`config.mk`:
```
export PLATFORM = sky130hd
export DESIGN_NAME = icache_ctrl_arbiter_flat
export DESIGN_NICKNAME = d
export VERILOG_FILES = /design/src/rtl/icache_ctrl_arbiter_if.sv /design/src/rtl/icache_ctrl_arbiter.sv /design/src/flat_wrapper.sv
export SDC_FILE = /design/constraint.sdc
export NUM_CORES = 1
export LEC_CHECK = 0
export ABC_AREA = 0
export ABC_CLOCK_PERIOD_IN_PS = 7620
export BUFFER_PORTS_ARGS = -buffer_cell sky130_fd_sc_hd__buf_2
export CORE_MARGIN = 4
export CORE_UTILIZATION = 40
export DETAILED_ROUTE_END_ITERATION = 12
export PLACE_DENSITY = 0.69
export SYNTH_ARGS = -nofsm -noshare
export SYNTH_HDL_FRONTEND = slang
export SYNTH_SLANG_ARGS = --single-unit
```
`constraint.sdc`:
```
create_clock -name clk_i -period 7.62 [get_ports clk_i]
set_input_delay 0.381 -clock clk_i [delete_from_list [all_inputs] [get_ports clk_i]]
set_output_delay 0.381 -clock clk_i [all_outputs]
set_load 0.05 [all_outputs]
```
`src/rtl/icache_ctrl_arbiter_if.sv`:
```
// Command and bank-control bundle of the icache control arbiter.
// Signal suffixes are given from the arbiter's point of view.
interface icache_ctrl_arbiter_if #(
  parameter int NB_MASTERS = 3,
  parameter int NB_BANKS   = 4
);
  logic [NB_MASTERS-1:0]    cmd_req_i;
  logic [2*NB_MASTERS-1:0]  cmd_op_i;
  logic [32*NB_MASTERS-1:0] cmd_addr_i;
  logic [NB_MASTERS-1:0]    cmd_gnt_o;
  logic [NB_MASTERS-1:0]    cmd_done_o;
  logic                     cmd_err_o;
  logic                     busy_o;
  logic                     bypass_req_o;
  logic [NB_BANKS-1:0]      bypass_ack_i;
  logic                     flush_req_o;
  logic [NB_BANKS-1:0]      flush_ack_i;
  logic                     sel_flush_req_o;
  logic [31:0]              sel_flush_addr_o;
  logic [NB_BANKS-1:0]      sel_flush_ack_i;

  modport slave (
    input  cmd_req_i, cmd_op_i, cmd_addr_i,
    output cmd_gnt_o, cmd_done_o, cmd_err_o, busy_o,
    output bypass_req_o, flush_req_o, sel_flush_req_o, sel_flush_addr_o,
    input  bypass_ack_i, flush_ack_i, sel_flush_ack_i
  );

  modport master (
    output cmd_req_i, cmd_op_i, cmd_addr_i,
    input  cmd_gnt_o, cmd_done_o, cmd_err_o, busy_o,
    input  bypass_req_o, flush_req_o, sel_flush_req_o, sel_flush_addr_o,
    output bypass_ack_i, flush_ack_i, sel_flush_ack_i
  );
endinterface

```
`src/rtl/icache_ctrl_arbiter.sv`:
```
// Round-robin arbiter sharing the icache bank control channel (bypass / flush /
// selective flush) between several requesters, with per-phase ack timeout.
module icache_ctrl_arbiter #(
  parameter int NB_MASTERS     = 3,
  parameter int NB_BANKS       = 4,
  parameter int TIMEOUT_CYCLES = 1024,
  parameter bit BYPASS_RST     = 1'b1
) (
  input  logic                 clk_i,
  input  logic                 rst_ni,
  icache_ctrl_arbiter_if.slave bus
);
  localparam int ID_W  = (NB_MASTERS > 1) ? $clog2(NB_MASTERS) : 1;
  localparam int TMR_W = (TIMEOUT_CYCLES > 1) ? $clog2(TIMEOUT_CYCLES) : 1;
  localparam logic [TMR_W-1:0] TMR_LAST = TMR_W'(TIMEOUT_CYCLES - 1);
  localparam bit TMR_EN = (TIMEOUT_CYCLES != 0);

  typedef enum logic [1:0] {ST_IDLE, ST_WAIT_SET, ST_WAIT_CLR, ST_DONE} state_e;
  typedef enum logic [1:0] {OP_ENABLE = 2'b00, OP_DISABLE, OP_FLUSH, OP_SEL_FLUSH} op_e;

  state_e            state_q, state_d;
  op_e               op_q, op_d;
  logic [ID_W-1:0]   rr_q, rr_d;
  logic [ID_W-1:0]   id_q, id_d;
  logic [TMR_W-1:0]  timer_q, timer_d;
  logic              err_q, err_d;
  logic              bypass_q, bypass_d;
  logic              flush_q, flush_d;
  logic              sel_q, sel_d;
  logic [31:0]       addr_q, addr_d;

  logic [NB_BANKS-1:0]   byp_ack, fl_ack, sf_ack;
  logic                  gnt_valid;
  logic [ID_W-1:0]       gnt_idx;
  logic [NB_MASTERS-1:0] gnt_vec, done_vec;
  logic                  set_met, clr_met, timeout;

  assign byp_ack = bus.bypass_ack_i;
  assign fl_ack  = bus.flush_ack_i;
  assign sf_ack  = bus.sel_flush_ack_i;

  // First requester at or after the round-robin pointer wins.
  always_comb begin
    int cand;
    gnt_valid = 1'b0;
    gnt_idx   = '0;
    cand      = 0;
    for (int k = 0; k < NB_MASTERS; k++) begin
      cand = (int'(rr_q) + k) % NB_MASTERS;
      if (!gnt_valid && bus.cmd_req_i[cand]) begin
        gnt_valid = 1'b1;
        gnt_idx   = ID_W'(cand);
      end
    end
  end

  always_comb begin
    gnt_vec  = '0;
    done_vec = '0;
    if (state_q == ST_IDLE && gnt_valid) gnt_vec[gnt_idx] = 1'b1;
    if (state_q == ST_DONE) done_vec[id_q] = 1'b1;
  end

  always_comb begin
    set_met = 1'b0;
    clr_met = 1'b0;
    case (op_q)
      OP_ENABLE:    set_met = ~|byp_ack;
      OP_DISABLE:   set_met = &byp_ack;
      OP_FLUSH: begin
        set_met = &fl_ack;
        clr_met = ~|fl_ack;
      end
      OP_SEL_FLUSH: begin
        set_met = &sf_ack;
        clr_met = ~|sf_ack;
      end
      default: ;
    endcase
  end

  assign timeout = TMR_EN && (timer_q == TMR_LAST);

  always_comb begin
    state_d  = state_q;
    op_d     = op_q;
    rr_d     = rr_q;
    id_d     = id_q;
    timer_d  = timer_q;
    err_d    = err_q;
    bypass_d = bypass_q;
    flush_d  = flush_q;
    sel_d    = sel_q;
    addr_d   = addr_q;
    case (state_q)
      ST_IDLE: begin
        if (gnt_valid) begin
          state_d = ST_WAIT_SET;
          rr_d    = (int'(gnt_idx) == NB_MASTERS - 1) ? '0 : gnt_idx + 1'b1;
          id_d    = gnt_idx;
          op_d    = op_e'(bus.cmd_op_i[2*gnt_idx +: 2]);
          timer_d = '0;
          case (op_e'(bus.cmd_op_i[2*gnt_idx +: 2]))
            OP_ENABLE:  bypass_d = 1'b0;
            OP_DISABLE: bypass_d = 1'b1;
            OP_FLUSH:   flush_d  = 1'b1;
            default: begin
              sel_d  = 1'b1;
              addr_d = bus.cmd_addr_i[32*gnt_idx +: 32];
            end
          endcase
        end
      end
      ST_WAIT_SET: begin
        timer_d = timer_q + 1'b1;
        if (set_met) begin
          if (op_q == OP_ENABLE || op_q == OP_DISABLE) begin
            state_d = ST_DONE;
          end else begin
            flush_d = 1'b0;
            sel_d   = 1'b0;
            timer_d = '0;
            state_d = ST_WAIT_CLR;
          end
        end else if (timeout) begin
          // bypass keeps the commanded level; only 4-phase requests are withdrawn
          flush_d = 1'b0;
          sel_d   = 1'b0;
          err_d   = 1'b1;
          state_d = ST_DONE;
        end
      end
      ST_WAIT_CLR: begin
        timer_d = timer_q + 1'b1;
        if (clr_met) begin
          state_d = ST_DONE;
        end else if (timeout) begin
          err_d   = 1'b1;
          state_d = ST_DONE;
        end
      end
      ST_DONE: begin
        err_d   = 1'b0;
        state_d = ST_IDLE;
      end
      default: state_d = ST_IDLE;
    endcase
  end

  always_ff @(posedge clk_i or negedge rst_ni) begin
    if (!rst_ni) begin
      state_q  <= ST_IDLE;
      op_q     <= OP_ENABLE;
      rr_q     <= '0;
      id_q     <= '0;
      timer_q  <= '0;
      err_q    <= 1'b0;
      bypass_q <= BYPASS_RST;
      flush_q  <= 1'b0;
      sel_q    <= 1'b0;
      addr_q   <= '0;
    end else begin
      state_q  <= state_d;
      op_q     <= op_d;
      rr_q     <= rr_d;
      id_q     <= id_d;
      timer_q  <= timer_d;
      err_q    <= err_d;
      bypass_q <= bypass_d;
      flush_q  <= flush_d;
      sel_q    <= sel_d;
      addr_q   <= addr_d;
    end
  end

  assign bus.cmd_gnt_o        = gnt_vec;
  assign bus.cmd_done_o       = done_vec;
  assign bus.cmd_err_o        = (state_q == ST_DONE) && err_q;
  assign bus.busy_o           = (state_q != ST_IDLE);
  assign bus.bypass_req_o     = bypass_q;
  assign bus.flush_req_o      = flush_q;
  assign bus.sel_flush_req_o  = sel_q;
  assign bus.sel_flush_addr_o = addr_q;
endmodule

```
`src/flat_wrapper.sv`:
```
// flat-port wrapper written by rule: the top's interface ports become plain ports
module icache_ctrl_arbiter_flat 
#(
  parameter int NB_MASTERS     = 3,
  parameter int NB_BANKS       = 4,
  parameter int TIMEOUT_CYCLES = 1024,
  parameter bit BYPASS_RST     = 1'b1
)
  (clk_i, rst_ni, bus_cmd_req_i, bus_cmd_op_i, bus_cmd_addr_i, bus_cmd_gnt_o, bus_cmd_done_o, bus_cmd_err_o, bus_busy_o, bus_bypass_req_o, bus_flush_req_o, bus_sel_flush_req_o, bus_sel_flush_addr_o, bus_bypass_ack_i, bus_flush_ack_i, bus_sel_flush_ack_i);
  icache_ctrl_arbiter_if #(.NB_MASTERS(NB_MASTERS), .NB_BANKS(NB_BANKS)) bus_i ();
  input  logic clk_i;
  input  logic rst_ni;
  input wire logic [$bits(bus_i.cmd_req_i)-1:0] bus_cmd_req_i;
  input wire logic [$bits(bus_i.cmd_op_i)-1:0] bus_cmd_op_i;
  input wire logic [$bits(bus_i.cmd_addr_i)-1:0] bus_cmd_addr_i;
  output wire logic [$bits(bus_i.cmd_gnt_o)-1:0] bus_cmd_gnt_o;
  output wire logic [$bits(bus_i.cmd_done_o)-1:0] bus_cmd_done_o;
  output wire logic [$bits(bus_i.cmd_err_o)-1:0] bus_cmd_err_o;
  output wire logic [$bits(bus_i.busy_o)-1:0] bus_busy_o;
  output wire logic [$bits(bus_i.bypass_req_o)-1:0] bus_bypass_req_o;
  output wire logic [$bits(bus_i.flush_req_o)-1:0] bus_flush_req_o;
  output wire logic [$bits(bus_i.sel_flush_req_o)-1:0] bus_sel_flush_req_o;
  output wire logic [$bits(bus_i.sel_flush_addr_o)-1:0] bus_sel_flush_addr_o;
  input wire logic [$bits(bus_i.bypass_ack_i)-1:0] bus_bypass_ack_i;
  input wire logic [$bits(bus_i.flush_ack_i)-1:0] bus_flush_ack_i;
  input wire logic [$bits(bus_i.sel_flush_ack_i)-1:0] bus_sel_flush_ack_i;
  assign bus_i.cmd_req_i = bus_cmd_req_i;
  assign bus_i.cmd_op_i = bus_cmd_op_i;
  assign bus_i.cmd_addr_i = bus_cmd_addr_i;
  assign bus_cmd_gnt_o = bus_i.cmd_gnt_o;
  assign bus_cmd_done_o = bus_i.cmd_done_o;
  assign bus_cmd_err_o = bus_i.cmd_err_o;
  assign bus_busy_o = bus_i.busy_o;
  assign bus_bypass_req_o = bus_i.bypass_req_o;
  assign bus_flush_req_o = bus_i.flush_req_o;
  assign bus_sel_flush_req_o = bus_i.sel_flush_req_o;
  assign bus_sel_flush_addr_o = bus_i.sel_flush_addr_o;
  assign bus_i.bypass_ack_i = bus_bypass_ack_i;
  assign bus_i.flush_ack_i = bus_flush_ack_i;
  assign bus_i.sel_flush_ack_i = bus_sel_flush_ack_i;
  icache_ctrl_arbiter #(.NB_MASTERS(NB_MASTERS), .NB_BANKS(NB_BANKS), .TIMEOUT_CYCLES(TIMEOUT_CYCLES), .BYPASS_RST(BYPASS_RST)) u_core (.clk_i(clk_i), .rst_ni(rst_ni), .bus(bus_i));
endmodule
```
======== Word-level counts from Yosys, hierarchy flattened ========
Index checks and enable logic that the tools add are counted.
word-level totals
  output and inout port bits .............. 43
  bits in writable memories ............... 0
  ROM bits ................................ 0
  bits of input ports ..................... 119
  logic and storage cells ................. 126
  memories ................................ 0
  latch bits .............................. 0
  register bits ........................... 54
operators by class
  bitwise logic cells ..................... 1
  reductions and logical operators ........ 34
  multiplexer cells ....................... 48
  eq/ne operators ......................... 17
  $lt $le $gt $ge ......................... 7
  add/subtract/negate cells ............... 4
  $mul .................................... 0
  divide/modulo/power cells ............... 3
  shifts and indexed selects .............. 2
operator list
  kind                                                                       number
  32-bit by 4-bit < comparator with 1-bit output (second input constant)     3
  96-bit by 8-bit indexed part select with 32-bit output                     1
  32-bit by 3-bit remainder unit with 32-bit output (second input constant)  2
  3-bit by 3-bit remainder unit with 32-bit output (second input constant)   1
  10-bit 2-to-1 mux                                                          3
  10-bit one-hot mux with 3 select lines                                     1
  1-bit 2-to-1 mux                                                           22
  2-bit 2-to-1 mux                                                           8
  2-bit equality test (second input constant)                                6
  4-bit AND reduction                                                        3
  4-bit OR reduction                                                         3
  10-bit by 1-bit adder with 10-bit output (second input constant)           1
  10-bit equality test (second input constant)                               1
  5-bit AND reduction                                                        2
  3-bit AND reduction                                                        3
  2-bit inequality test (second input constant)                              4
  1-bit one-hot mux with 2 select lines                                      4
  2-bit one-hot mux with 4 select lines                                      1
  1-bit binary-select mux with 2-bit select                                  3
  2-bit by 1-bit equality test with 1-bit output (second input constant)     3
  1-bit logical AND                                                          6
  2-bit zero test                                                            3
  2-bit by 3-bit < comparator with 1-bit output (second input constant)      2
  3-bit 2-to-1 mux                                                           2
  other kinds (18)                                                           28

======== Depth between registers and ports, before layout ========
Gate-level depths: netlist of run 1.
  depth in word-level cells ............... 17
  gate-level depth with buffers ........... 11
  mapped depth without buffers ............ 8

======== Least setup slack after synthesis of run 1 ========
OpenSTA, ideal clock, no wires.
  path type ............................... flip-flop to output port
  from .................................... register u_core.rr_q[1]
  to ...................................... output port bus_cmd_gnt_o[0]
  buffers on the path ..................... 2
  data arrival time ....................... 2.603 ns
  required time ........................... 7.239 ns
  cell stages (with the launch flop) ...... 9
  slack ................................... 4.636 ns
  path through ............................ dfrtp_1 > inv_1 > ha_1 > buf_6 > mux2_4 > a21oi_4 > mux2_2 > clkbuf_1 > nor2_1
between the ends
  cells in the longest elaborated chain, start to end .. 16
  elaborated cells on any way between the ends .. 31
  classes of those cells .................. 2 x add/sub; 3 x div; 2 x order compare; 18 x mux; 6 x reduce/logical
RTL lines
  item                                                                                                        line                        text
  start, declared                                                                                             icache_ctrl_arbiter.sv:23   logic [ID_W-1:0] rr_q, rr_d;
  start signal, assigned                                                                                      icache_ctrl_arbiter.sv:165  rr_q <= rr_d;
  parallel branches: the longest is 15 deep, another holds 32-bit by 3-bit remainder unit with 32-bit output  n/a
  3-bit 2-to-1 mux (*)                                                                                        icache_ctrl_arbiter.sv:60   if (state_q == ST_IDLE && gnt_valid) gnt_vec[gnt_idx] = 1'b1;
  end, declared                                                                                               flat_wrapper.sv:16          output wire logic [$bits(bus_i.cmd_gnt_o)-1:0] bus_cmd_gnt_o;
Every way passes the cells marked *. The select of a mux whose other input is x is not followed.

======== Worst setup path in the final report of run 1 ========
  from .................................... register u_core.rr_q[1]
  to ...................................... register u_core.addr_q[22] (netlist: u_core.bus.sel_flush_addr_o[22])
between the ends
  cells in the longest elaborated chain, start to end .. 16
  elaborated cells on any way between the ends .. 32
  classes of those cells .................. 2 x add/sub; 3 x div; 2 x eq/ne; 2 x shift; 15 x mux; 1 x bitwise; 7 x reduce/logical
RTL lines
  item                                                                                                        line                        text
  parallel branches: the longest is 16 deep, another holds 32-bit by 3-bit remainder unit with 32-bit output  n/a
  end signal, assigned                                                                                        icache_ctrl_arbiter.sv:172  addr_q <= addr_d;
  end, declared                                                                                               icache_ctrl_arbiter.sv:30   logic [31:0] addr_q, addr_d;
Several ways; the timed one is not identified. The select of a mux whose other input is x is not followed.
A chain may end at the register's enable or synchronous reset.

==> results of run 1 <==
-- Yosys cell counts, types with 7 or more instances --
library cell,number
sky130_fd_sc_hd__a21oi_1,38
sky130_fd_sc_hd__a31oi_1,37
sky130_fd_sc_hd__clkbuf_1,20
sky130_fd_sc_hd__dfrtp_1,53
sky130_fd_sc_hd__ha_1,10
sky130_fd_sc_hd__inv_1,8
sky130_fd_sc_hd__mux2_1,7
sky130_fd_sc_hd__mux2_2,30
sky130_fd_sc_hd__mux2i_1,9
sky130_fd_sc_hd__nand2_1,76
sky130_fd_sc_hd__nand3_1,7
sky130_fd_sc_hd__nor2_1,20
sky130_fd_sc_hd__o21ai_0,23
-- through the flow --
| stage | cell area [um2] | setup slack [ns] | hold WS, ns |
|---|---|---|---|
| after floorplan | 3674 | 4.636 | 0.08541 |
| after global placement | 4532 | 3.493 | 0.4679 |
| after detailed placement | 4532 | 3.313 | 0.4699 |
| after CTS | 4629 | 3.328 | 0.2035 |
| after global routing | 4629 | 3.070 | 0.2217 |
| final | 4629 | 3.367 | 0.1715 |
-- state kept, by name, indices dropped and copies added, names as in the netlist --
signal,count
u_core.id_q,2
u_core.bus.sel_flush_addr_o,32
u_core.bus.bypass_req_o,1
u_core.state_q,2
u_core.rr_q,2
u_core.timer_q,10
u_core.op_q,2
u_core.err_q,1
u_core.bus.flush_req_o,1
u_core.bus.sel_flush_req_o,1
-- where the power goes --
group / total [mW] / switching (mW) / internal [mW]
sequential: 0.298 / 0.00451 / 0.293
combinational: 0.159 / 0.0969 / 0.0620
clock: 0.171 / 0.102 / 0.0689
-- cell type report --
type | instances | area share (%)
Inverter | 8 | 0.6486
Clock inverter | 3 | 0.6216
Multi-Input combinational cell | 332 | 47.05
Clock buffer | 5 | 1.486
Tap cell | 108 | 2.919
Timing Repair Buffer | 165 | 18.05
Sequential cell | 54 | 29.22
-- layer usage --
metal	vias up	GRT usage (%)	wire [um]
li1	1834	-	-
met1	1754	24.74	4586
met2	174	31.85	5037
met3	26	5.037	869
met4	0	6.648	273
met5	-	0	0
-- worst max-delay path, delay by kind of cell, from the launching register on --
kind / cells / cell delay [ns]
AO/OA/AOI/OAI: 2 / 1.14
adder cells (fa/ha/maj): 1 / 0.46
buffers and inverters: 1 / 0.10
flip-flops: 1 / 0.42
multiplexers: 3 / 1.72
AND/OR/NAND/NOR: 1 / 0.28
-- final timing paths --
kind	startpoint	to	slack (ns)
max in group asynchronous	rst_ni	u_core.rr_q[1]$_DFFE_PN0P_	7.00
worst max register to register	u_core.rr_q[1]$_DFFE_PN0P_	u_core.bus.sel_flush_addr_o[22]$_DFFE_PN0P_	3.37
min in group clk_i	bus_cmd_addr_i[77]	u_core.bus.sel_flush_addr_o[13]$_DFFE_PN0P_	0.47
worst max-delay path	u_core.rr_q[1]$_DFFE_PN0P_	u_core.bus.sel_flush_addr_o[22]$_DFFE_PN0P_	3.37
worst min register to register	u_core.bus.sel_flush_addr_o[14]$_DFFE_PN0P_	u_core.bus.sel_flush_addr_o[14]$_DFFE_PN0P_	0.49
worst min-delay path	rst_ni	u_core.state_q[0]$_DFFE_PN0P_	0.17
-- cells by family (layout without fill, tap and decap cells) --
logic type	after synthesis	in the layout	share of synthesized area (%)
adders and majority gates	10	10	3.406
muxes	47	47	14.20
and+or+nand+nor	144	144	18.12
DFF	54	54	36.82
buffers and inverters	35	181	4.496
AOI/OAI and AO/OA	131	131	22.96
==> flow_metrics.tcl, run 1 <==
set metrics [dict create \
    cp_cell_sequence "inv_1 > ha_1 > mux2_4 > a21oi_4 > mux2i_4 > nand4_1 > o22ai_4 > mux2_2" \
    synth.avg_cell_area_um2 8.726 \
    insertedDiodeCount 0 \
    max_slew_headroom_pct 28.28 \
    number_of_flops_mapped_to_enable_cells_by_yosys 0 \
    finish.utilization_pct 52.32 \
    fin_tns_setup_ns 0 \
    worst_setup_path_end_kind "register" \
    h-tree-depth 2 \
    synthesis.instances 421 \
    yosys_register_bits 54 \
    n_fill_cell 841 \
    finalPower_uw 627.4 \
    rr_worst_depth 8 \
    maximum_number_of_pins_on_one_net_before_global_route_repair 55 \
    ir_drop_mv 0.07859 \
    clock_tree_from_tritoncts "done" \
    io-pin-count 162 \
    yosysWarnings 0 \
    clockBufferDepth 2 \
    dr.pass1.iters 5 \
    dr_total_vias 3788 \
    detail_route.vias_per_cell 5.612 \
    worst_ep_required_time_ns 7.83 \
    dominantRegCellSynth "sky130_fd_sc_hd__dfrtp_1" \
    yosysTopAreaCellShare_pct 36.10 \
    die-area_mm2 0.01078 \
    design.final.nets 695 \
    synth.largest_area_cell "sky130_fd_sc_hd__dfrtp_1" \
    weighted_congestion_at_the_end_of_routability_driven_global_placement 0.8883 \
    drive_above_1_share_pct 37.74 \
    maxClockFrequency_ghz 0.2351 \
    initial_standard_cell_utilization_of_the_core_pct 41.52 \
    hp-class "in2async" \
    slowest_delay_ns 0.93 \
    initialDrtViolationCount 255 \
    first_global_vias 3703 \
    post_cts.resized_instances 0 \
    ant_nets 0 \
    cts.sink_count 54 \
    layout.cells.most_common_list "sky130_fd_sc_hd__buf_2, sky130_fd_sc_hd__nand2_1, sky130_fd_sc_hd__dfrtp_1, sky130_fd_sc_hd__a21oi_1, sky130_fd_sc_hd__a31oi_1" \
    clk_pin_slew_worst_paths_ns 0.10 \
    area.sequential_mm2 0.001353 \
    grt_first_pass_wirelength_um 17520 \
    status "completed" \
    postRouteWirelength_um 10770 \
    cp_slowest_cell "sky130_fd_sc_hd__mux2i_4" \
    hold_viol_final 0 \
    fp.dieH_um 103.8 \
    clock_latency_ns 0.31 \
    path_max_fanout 35 \
    setup_violations 0 \
    period_needed_ns 4.253 \
    postCtsSetupRepairBufs 0 \
    mostFrequentLayoutCell "sky130_fd_sc_hd__buf_2" \
    synthesis.nets 550 \
    grt_setup_unrepaired "false" \
    wl_per_cell_um 15.95 \
    cts_hold_repair.buffers 0 \
    power.leakage_nw 2.382 \
    netlist_top_cells_area "sky130_fd_sc_hd__dfrtp_1, sky130_fd_sc_hd__mux2_2, sky130_fd_sc_hd__nand2_1" \
    die_width_um 103.8 \
    cp_data_arrival_time_ns 4.46 \
    port-buffer-count 161 \
    antenna_found_initial 0 \
    fin_worst_skew_ns 0.005748 \
    synth-async-reset-ratio_pct 100.0 \
    cts_root_buf "sky130_fd_sc_hd__clkbuf_8" \
    syn_to_final_growth_pct 26.02 \
    critPathKind "reg2reg" \
    syn-cell-area_mm2 0.003674 \
    max_cap_viol_count 0 \
    layoutNonFillerInstCount 675 \
    report.final.slew_viol_count 0 \
    tritoncts.num_buffers 5 \
    placed_cells_incl_taps 667 \
    globalRouteTotalUtil_pct 19.37 \
    place.detailed.hpwl_um 8148 \
    power_density_mw_per_mm2 135.5 \
    worst_setup_path_start_kind "register" \
    synth_seq_area_share_pct 36.82 \
    tightest_slew_ns 1.053 \
    min_period_over_period_pct 55.81 \
    multi_input_comb_area_mm2 0.002178 \
    coreArea_mm2 0.008848 \
    residual_drc_count 0 \
    grt.overflow.total 0 \
    yosys.cell_types.count 52 \
    fp-row-count 34 \
]
No activity file was read; power rests on OpenSTA's default activity.
==> inputs of run 2 (changes only) <==
--- a/config.mk
+++ b/config.mk
@@ -6,7 +6,7 @@
 export NUM_CORES = 1
 export LEC_CHECK = 0
 export ABC_AREA = 0
-export ABC_CLOCK_PERIOD_IN_PS = 7620
+export ABC_CLOCK_PERIOD_IN_PS = 4300
 export BUFFER_PORTS_ARGS = -buffer_cell sky130_fd_sc_hd__buf_2
 export CORE_MARGIN = 4
 export CORE_UTILIZATION = 40
==> constraint.sdc (replaced) <==
create_clock -name clk_i -period 4.3 [get_ports clk_i]
set_input_delay 0.215 -clock clk_i [delete_from_list [all_inputs] [get_ports clk_i]]
set_output_delay 0.215 -clock clk_i [all_outputs]
set_load 0.05 [all_outputs]
==> flow_metrics.tcl, run 2 (synthesis gave the netlist of run 1 again) <==
set metrics [dict create \
    power_density_mw_per_mm2 235.3 \
    placed_cells_incl_taps 669 \
    clockBufferDepth 2 \
    report.final.slew_viol_count 0 \
    ant_nets 0 \
    mostFrequentLayoutCell "sky130_fd_sc_hd__buf_2" \
    cp_slowest_cell "sky130_fd_sc_hd__mux2_2" \
    clk_pin_slew_worst_paths_ns 0.09 \
    slowest_delay_ns 0.67 \
    gr-max-usage-layer "met2" \
    clock_tree_from_tritoncts "done" \
    die-area_mm2 0.01078 \
    first_global_vias 3529 \
    initial_standard_cell_utilization_of_the_core_pct 41.52 \
    crit_path_frequent_cell "sky130_fd_sc_hd__mux2_2" \
    finalPower_mw 1.090 \
    hp-class "in2async" \
    gr-usage-met2_pct 31.20 \
    place_ws_ns 0.9591 \
    design.final.nets 697 \
    worst_setup_path_end_kind "output pin" \
    post_cts.resized_instances 0 \
    cp_cell_sequence "inv_1 > ha_1 > mux2_2 > o311ai_4 > mux2_2 > nor2_1 > buf_2" \
    grt_first_pass_wirelength_um 17190 \
    layout.cells.most_common_list "sky130_fd_sc_hd__buf_2, sky130_fd_sc_hd__nand2_1, sky130_fd_sc_hd__dfrtp_1, sky130_fd_sc_hd__a21oi_1, sky130_fd_sc_hd__a31oi_1" \
    min_period_over_period_pct 78.63 \
    period_needed_ns 3.381 \
    clock_latency_ns 0.31 \
    globalRouteTotalUtil_pct 18.78 \
    initialDrtViolationCount 190 \
    max_slew_headroom_pct 29.69 \
    worst_ep_required_time_ns 4.09 \
    insertedDiodeCount 0 \
    max_cap_viol_count 0 \
    drive_above_1_share_pct 37.96 \
    setup_violations 0 \
    fp.dieH_um 103.8 \
    fin_tns_setup_ns 0 \
    fp-row-count 34 \
    worst_setup_path_start_kind "register" \
    met3_usage_pct 4.540 \
    cts_hold_repair.buffers 0 \
    largest_register_ff_count 32 \
    layoutNonFillerInstCount 677 \
    h-tree-depth 2 \
    maximum_number_of_pins_on_one_net_before_global_route_repair 55 \
    stdcell_area_mm2 0.004634 \
    fin_worst_skew_ns 0.007103 \
    syn_to_final_growth_pct 26.16 \
    maxClockFrequency_ghz 0.2958 \
    n_fill_cell 862 \
    port-buffer-count 161 \
    tritoncts.num_buffers 5 \
    gr-usage-met1_pct 25.38 \
    timing.final.ws_setup_ns 0.9190 \
    ir_drop_mv 0.1356 \
    weighted_congestion_at_the_end_of_routability_driven_global_placement 0.8913 \
    dr.pass1.iters 4 \
    grt_setup_unrepaired "false" \
    critPathKind "reg2out" \
    path_max_fanout 34 \
    finalHoldWorstSlack_ns 0.02097 \
    wl_per_cell_um 16.00 \
    place.detailed.hpwl_um 8373 \
    postCtsSetupRepairBufs 0 \
    power.leakage_nw 2.390 \
    detail_route.vias_per_cell 5.536 \
    coreArea_mm2 0.008848 \
    cts_root_buf "sky130_fd_sc_hd__clkbuf_8" \
    placed_cell_area_mm2 0.004547 \
    antenna_found_initial 0 \
    postRouteWirelength_um 10830 \
    residual_drc_count 0 \
    dr_total_vias 3748 \
    tightest_slew_ns 1.044 \
    finish.utilization_pct 52.38 \
    cp_data_arrival_time_ns 3.17 \
    worst_path_dominant_cell_family "multiplexers" \
    hold_viol_final 0 \
    status "completed" \
    io-pin-count 162 \
    worst-path-buf-inv 2 \
    grt.overflow.total 0 \
    cts.sink_count 54 \
    die_width_um 103.8 \
]
==> run 2: cell types whose count changed in the layout (fill, tap and decap cells not counted), sizes merged <==
| cell | delta |
|---|---|
| inv | -1 |
| buf | +2 |
| clkinv | +1 |
==> run 2: routing by layer <==
layer,part of all wire [%],up-vias
met5,0,-
met4,1.0,0
met3,7.3,15
met2,47,157
met1,45,1741
li1,-,1835
==> run 2: path summary, 6_finish.rpt <==
check / to / cells past startpoint / start / slack, ns
worst max-delay path: bus_cmd_gnt_o[0] / 7 / u_core.rr_q[1]$_DFFE_PN0P_ / 0.92
worst min-delay path: u_core.err_q$_DFFE_PN0P_ / 2 / rst_ni / 0.02
worst max register to register: u_core.bus.sel_flush_addr_o[4]$_DFFE_PN0P_ / 9 / u_core.rr_q[1]$_DFFE_PN0P_ / 0.95
worst min register to register: u_core.bus.sel_flush_addr_o[15]$_DFFE_PN0P_ / 1 / u_core.bus.sel_flush_addr_o[15]$_DFFE_PN0P_ / 0.49
max in group asynchronous: u_core.timer_q[0]$_DFFE_PN0P_ / 2 / rst_ni / 3.82
min in group clk_i: u_core.bus.sel_flush_addr_o[12]$_DFFE_PN0P_ / 4 / bus_cmd_addr_i[76] / 0.32
==> run 2: area by class of cell <==
class	count	area, um2	share of cell area (%)
Timing Repair Buffer	167	850.8	18.36
Tap cell	108	135.1	2.916
Multi-Input combinational cell	332	2178	47.00
Clock inverter	3	18.77	0.4050
Clock buffer	5	68.82	1.485
Sequential cell	54	1353	29.18
Inverter	8	30.03	0.6479
==> run 2: where the power goes <==
| group | internal [mW] | leakage, nW | switching, mW | total [mW] |
|---|---|---|---|---|
| Clock | 0.115 | 0.0483 | 0.165 | 0.280 |
| Combinational | 0.111 | 1.62 | 0.172 | 0.282 |
| Sequential | 0.520 | 0.719 | 0.00812 | 0.528 |
| Total | 0.745 | 2.39 | 0.345 | 1.09 |
==> inputs of run 3 (changes only) <==
--- a/config.mk
+++ b/config.mk
@@ -6,12 +6,12 @@
 export NUM_CORES = 1
 export LEC_CHECK = 0
 export ABC_AREA = 0
-export ABC_CLOCK_PERIOD_IN_PS = 4300
+export ABC_CLOCK_PERIOD_IN_PS = 2800
 export BUFFER_PORTS_ARGS = -buffer_cell sky130_fd_sc_hd__buf_2
 export CORE_MARGIN = 4
 export CORE_UTILIZATION = 40
 export DETAILED_ROUTE_END_ITERATION = 12
-export PLACE_DENSITY = 0.69
+export PLACE_DENSITY = 0.72
 export SYNTH_ARGS = -nofsm -noshare
 export SYNTH_HDL_FRONTEND = slang
 export SYNTH_SLANG_ARGS = --single-unit
==> constraint.sdc (replaced) <==
create_clock -name clk_i -period 2.8 [get_ports clk_i]
set_input_delay 0.14 -clock clk_i [delete_from_list [all_inputs] [get_ports clk_i]]
set_output_delay 0.14 -clock clk_i [all_outputs]
set_load 0.05 [all_outputs]
==> flow_metrics.tcl, run 3 (synthesis gave the netlist of run 1 again) <==
set metrics [dict create \
    finalHoldWorstSlack_ns -0.004821 \
    area.sequential_mm2 0.001354 \
    residual_drc_count 0 \
    initial_standard_cell_utilization_of_the_core_pct 41.52 \
    dr.pass1.iters 5 \
    clock_tree_from_tritoncts "done" \
    sw_frac_of_total_pct 30.75 \
    status "complete, but fails checks" \
    wl_per_cell_um 16.60 \
    grt_first_pass_wirelength_um 17510 \
    net-switching-power_uw 566.9 \
    cts_root_buf "sky130_fd_sc_hd__clkbuf_8" \
    fin_tns_setup_ns 0 \
    antenna_found_initial 0 \
    coreArea_mm2 0.008848 \
    globalRouteTotalUtil_pct 19.24 \
    n_fill_cell 788 \
    p_seq_share_pct 43.9 \
    cts_hold_repair.buffers 0 \
    layout.cells.most_common_list "sky130_fd_sc_hd__buf_2, sky130_fd_sc_hd__nand2_1, sky130_fd_sc_hd__dfrtp_1, sky130_fd_sc_hd__a21oi_1, sky130_fd_sc_hd__a31oi_1" \
    violated_checks "negative hold slack" \
    clk_pin_slew_worst_paths_ns 0.10 \
    first_global_vias 3669 \
    fin_worst_skew_ns 0.006007 \
    maxClockFrequency_ghz 0.3604 \
    p_comb_share_pct 26.6 \
    detail_route.vias_per_cell 5.610 \
    port-buffer-count 161 \
    placed_cells_incl_taps 683 \
    syn_to_final_growth_pct 39.71 \
    mostFrequentLayoutCell "sky130_fd_sc_hd__buf_2" \
    h-tree-depth 2 \
    period_needed_ns 2.775 \
    initialDrtViolationCount 213 \
    weighted_congestion_at_the_end_of_routability_driven_global_placement 0.8585 \
    die-area_mm2 0.01078 \
    power.leakage_nw 2.598 \
    layoutNonFillerInstCount 706 \
    stdcell_area_mm2 0.005132 \
    hp-class "in2async" \
    hold_viol_final 11 \
    insertedDiodeCount 0 \
    setup_violations 0 \
    tightest_slew_ns 1.006 \
    dr_total_vias 3961 \
    fp.dieH_um 103.8 \
    grt.overflow.total 0 \
    design.final.nets 726 \
    fp-row-count 34 \
    rr_startpoint "u_core.rr_q[1]$_DFFE_PN0P_" \
    clock_latency_ns 0.31 \
    worst_ep_required_time_ns 3.00 \
    tritoncts.num_buffers 5 \
    grt_setup_unrepaired "true" \
    worst_setup_path_end_kind "register" \
    largest_register_ff_count 32 \
    drive_above_1_share_pct 43.31 \
    worst_setup_path_start_kind "register" \
    placed_cell_area_mm2 0.004664 \
    place.detailed.hpwl_um 8453 \
    cp_data_arrival_time_ns 2.98 \
    power_frac_clock_pct 29.5 \
    finalPower_mw 1.844 \
    crit_path_start "u_core.rr_q[1]$_DFFE_PN0P_" \
    io-pin-count 162 \
    multi_input_comb_area_mm2 0.002336 \
    die_width_um 103.8 \
    min_period_over_period_pct 99.10 \
    postRouteWirelength_um 11720 \
    report.final.slew_viol_count 0 \
    cts.sink_count 54 \
    max_slew_headroom_pct 32.96 \
    ir_drop_mv 0.2096 \
    critPathKind "reg2reg" \
    max_cap_viol_count 0 \
    path_max_fanout 6 \
    maximum_number_of_pins_on_one_net_before_global_route_repair 46 \
    clockBufferDepth 2 \
    power_report.internal_total_mw 1.277 \
    ant_nets 0 \
    power_density_mw_per_mm2 359.2 \
]
## run 3: critical path, cell delays in order (launching register included)
cell	delay (ns)
sky130_fd_sc_hd__dfrtp_1	0.40
sky130_fd_sc_hd__inv_2	0.09
sky130_fd_sc_hd__ha_4	0.16
sky130_fd_sc_hd__mux2_4	0.33
sky130_fd_sc_hd__o311ai_4	0.37
sky130_fd_sc_hd__mux2i_2	0.35
sky130_fd_sc_hd__o32ai_4	0.15
sky130_fd_sc_hd__o22ai_4	0.20
sky130_fd_sc_hd__buf_12	0.16
sky130_fd_sc_hd__clkbuf_16	0.16
sky130_fd_sc_hd__mux2_4	0.30
## run 3: area by class of cell
cell class	count	area share [%]
Multi-Input combinational cell	333	45.51
Sequential cell	54	26.38
Timing Repair Buffer	195	22.60
Tap cell	108	2.633
Clock buffer	5	1.341
Clock inverter	3	0.9508
Inverter	8	0.5851
## run 3: what timing repair did
action                                  4_1_cts  5_1_grt
buffers inserted                              5        5
hold endpoints to repair                      0        0
endpoints found under the setup margin       36       46
pin swaps                                     4        6
gates resized for setup                       7       33
gates cloned                                  1        4
## run 3: metrics by stage
step	utilization [%]	setup slack, ns
after floorplan	-	0.04208
after global placement	52.71	-0.05857
after detailed placement	52.71	-0.03190
after CTS	54.98	0.004762
after global routing	58.00	-0.06896
final	58.00	0.02531
## run 3: power groups by stage
| stage | clock (mW) | sequential [mW] | combinational (mW) |
|---|---|---|---|
| floorplan | 0 | 0.879 | 0.202 |
| global placement | 0 | 0.825 | 0.434 |
| detailed placement | 0 | 0.825 | 0.442 |
| CTS | 0.561 | 0.810 | 0.463 |
| global route | 0.585 | 0.814 | 0.530 |
| finish | 0.544 | 0.810 | 0.490 |
## run 3: metal layers
| layer | track usage, % | vias up | wire [um] |
|---|---|---|---|
| li1 | - | 1896 | - |
| met1 | 25.06 | 1872 | 4977 |
| met2 | 33.01 | 180 | 5726 |
| met3 | 3.731 | 13 | 891 |
| met4 | 4.558 | 0 | 122 |
| met5 | 0 | - | 0 |
## run 3: path summary, 6_finish.rpt
check	cells past startpoint	slack, ns	to
max reg2reg	10	0.03	u_core.bus.sel_flush_addr_o[6]$_DFFE_PN0P_
max	10	0.03	u_core.bus.sel_flush_addr_o[6]$_DFFE_PN0P_
min in group clk_i	4	0.22	u_core.bus.sel_flush_addr_o[0]$_DFFE_PN0P_
min	1	-0.005	u_core.id_q[1]$_DFFE_PN0P_
max in group asynchronous	2	2.09	u_core.bus.sel_flush_addr_o[2]$_DFFE_PN0P_
min reg2reg	1	0.50	u_core.timer_q[9]$_DFFE_PN0P_
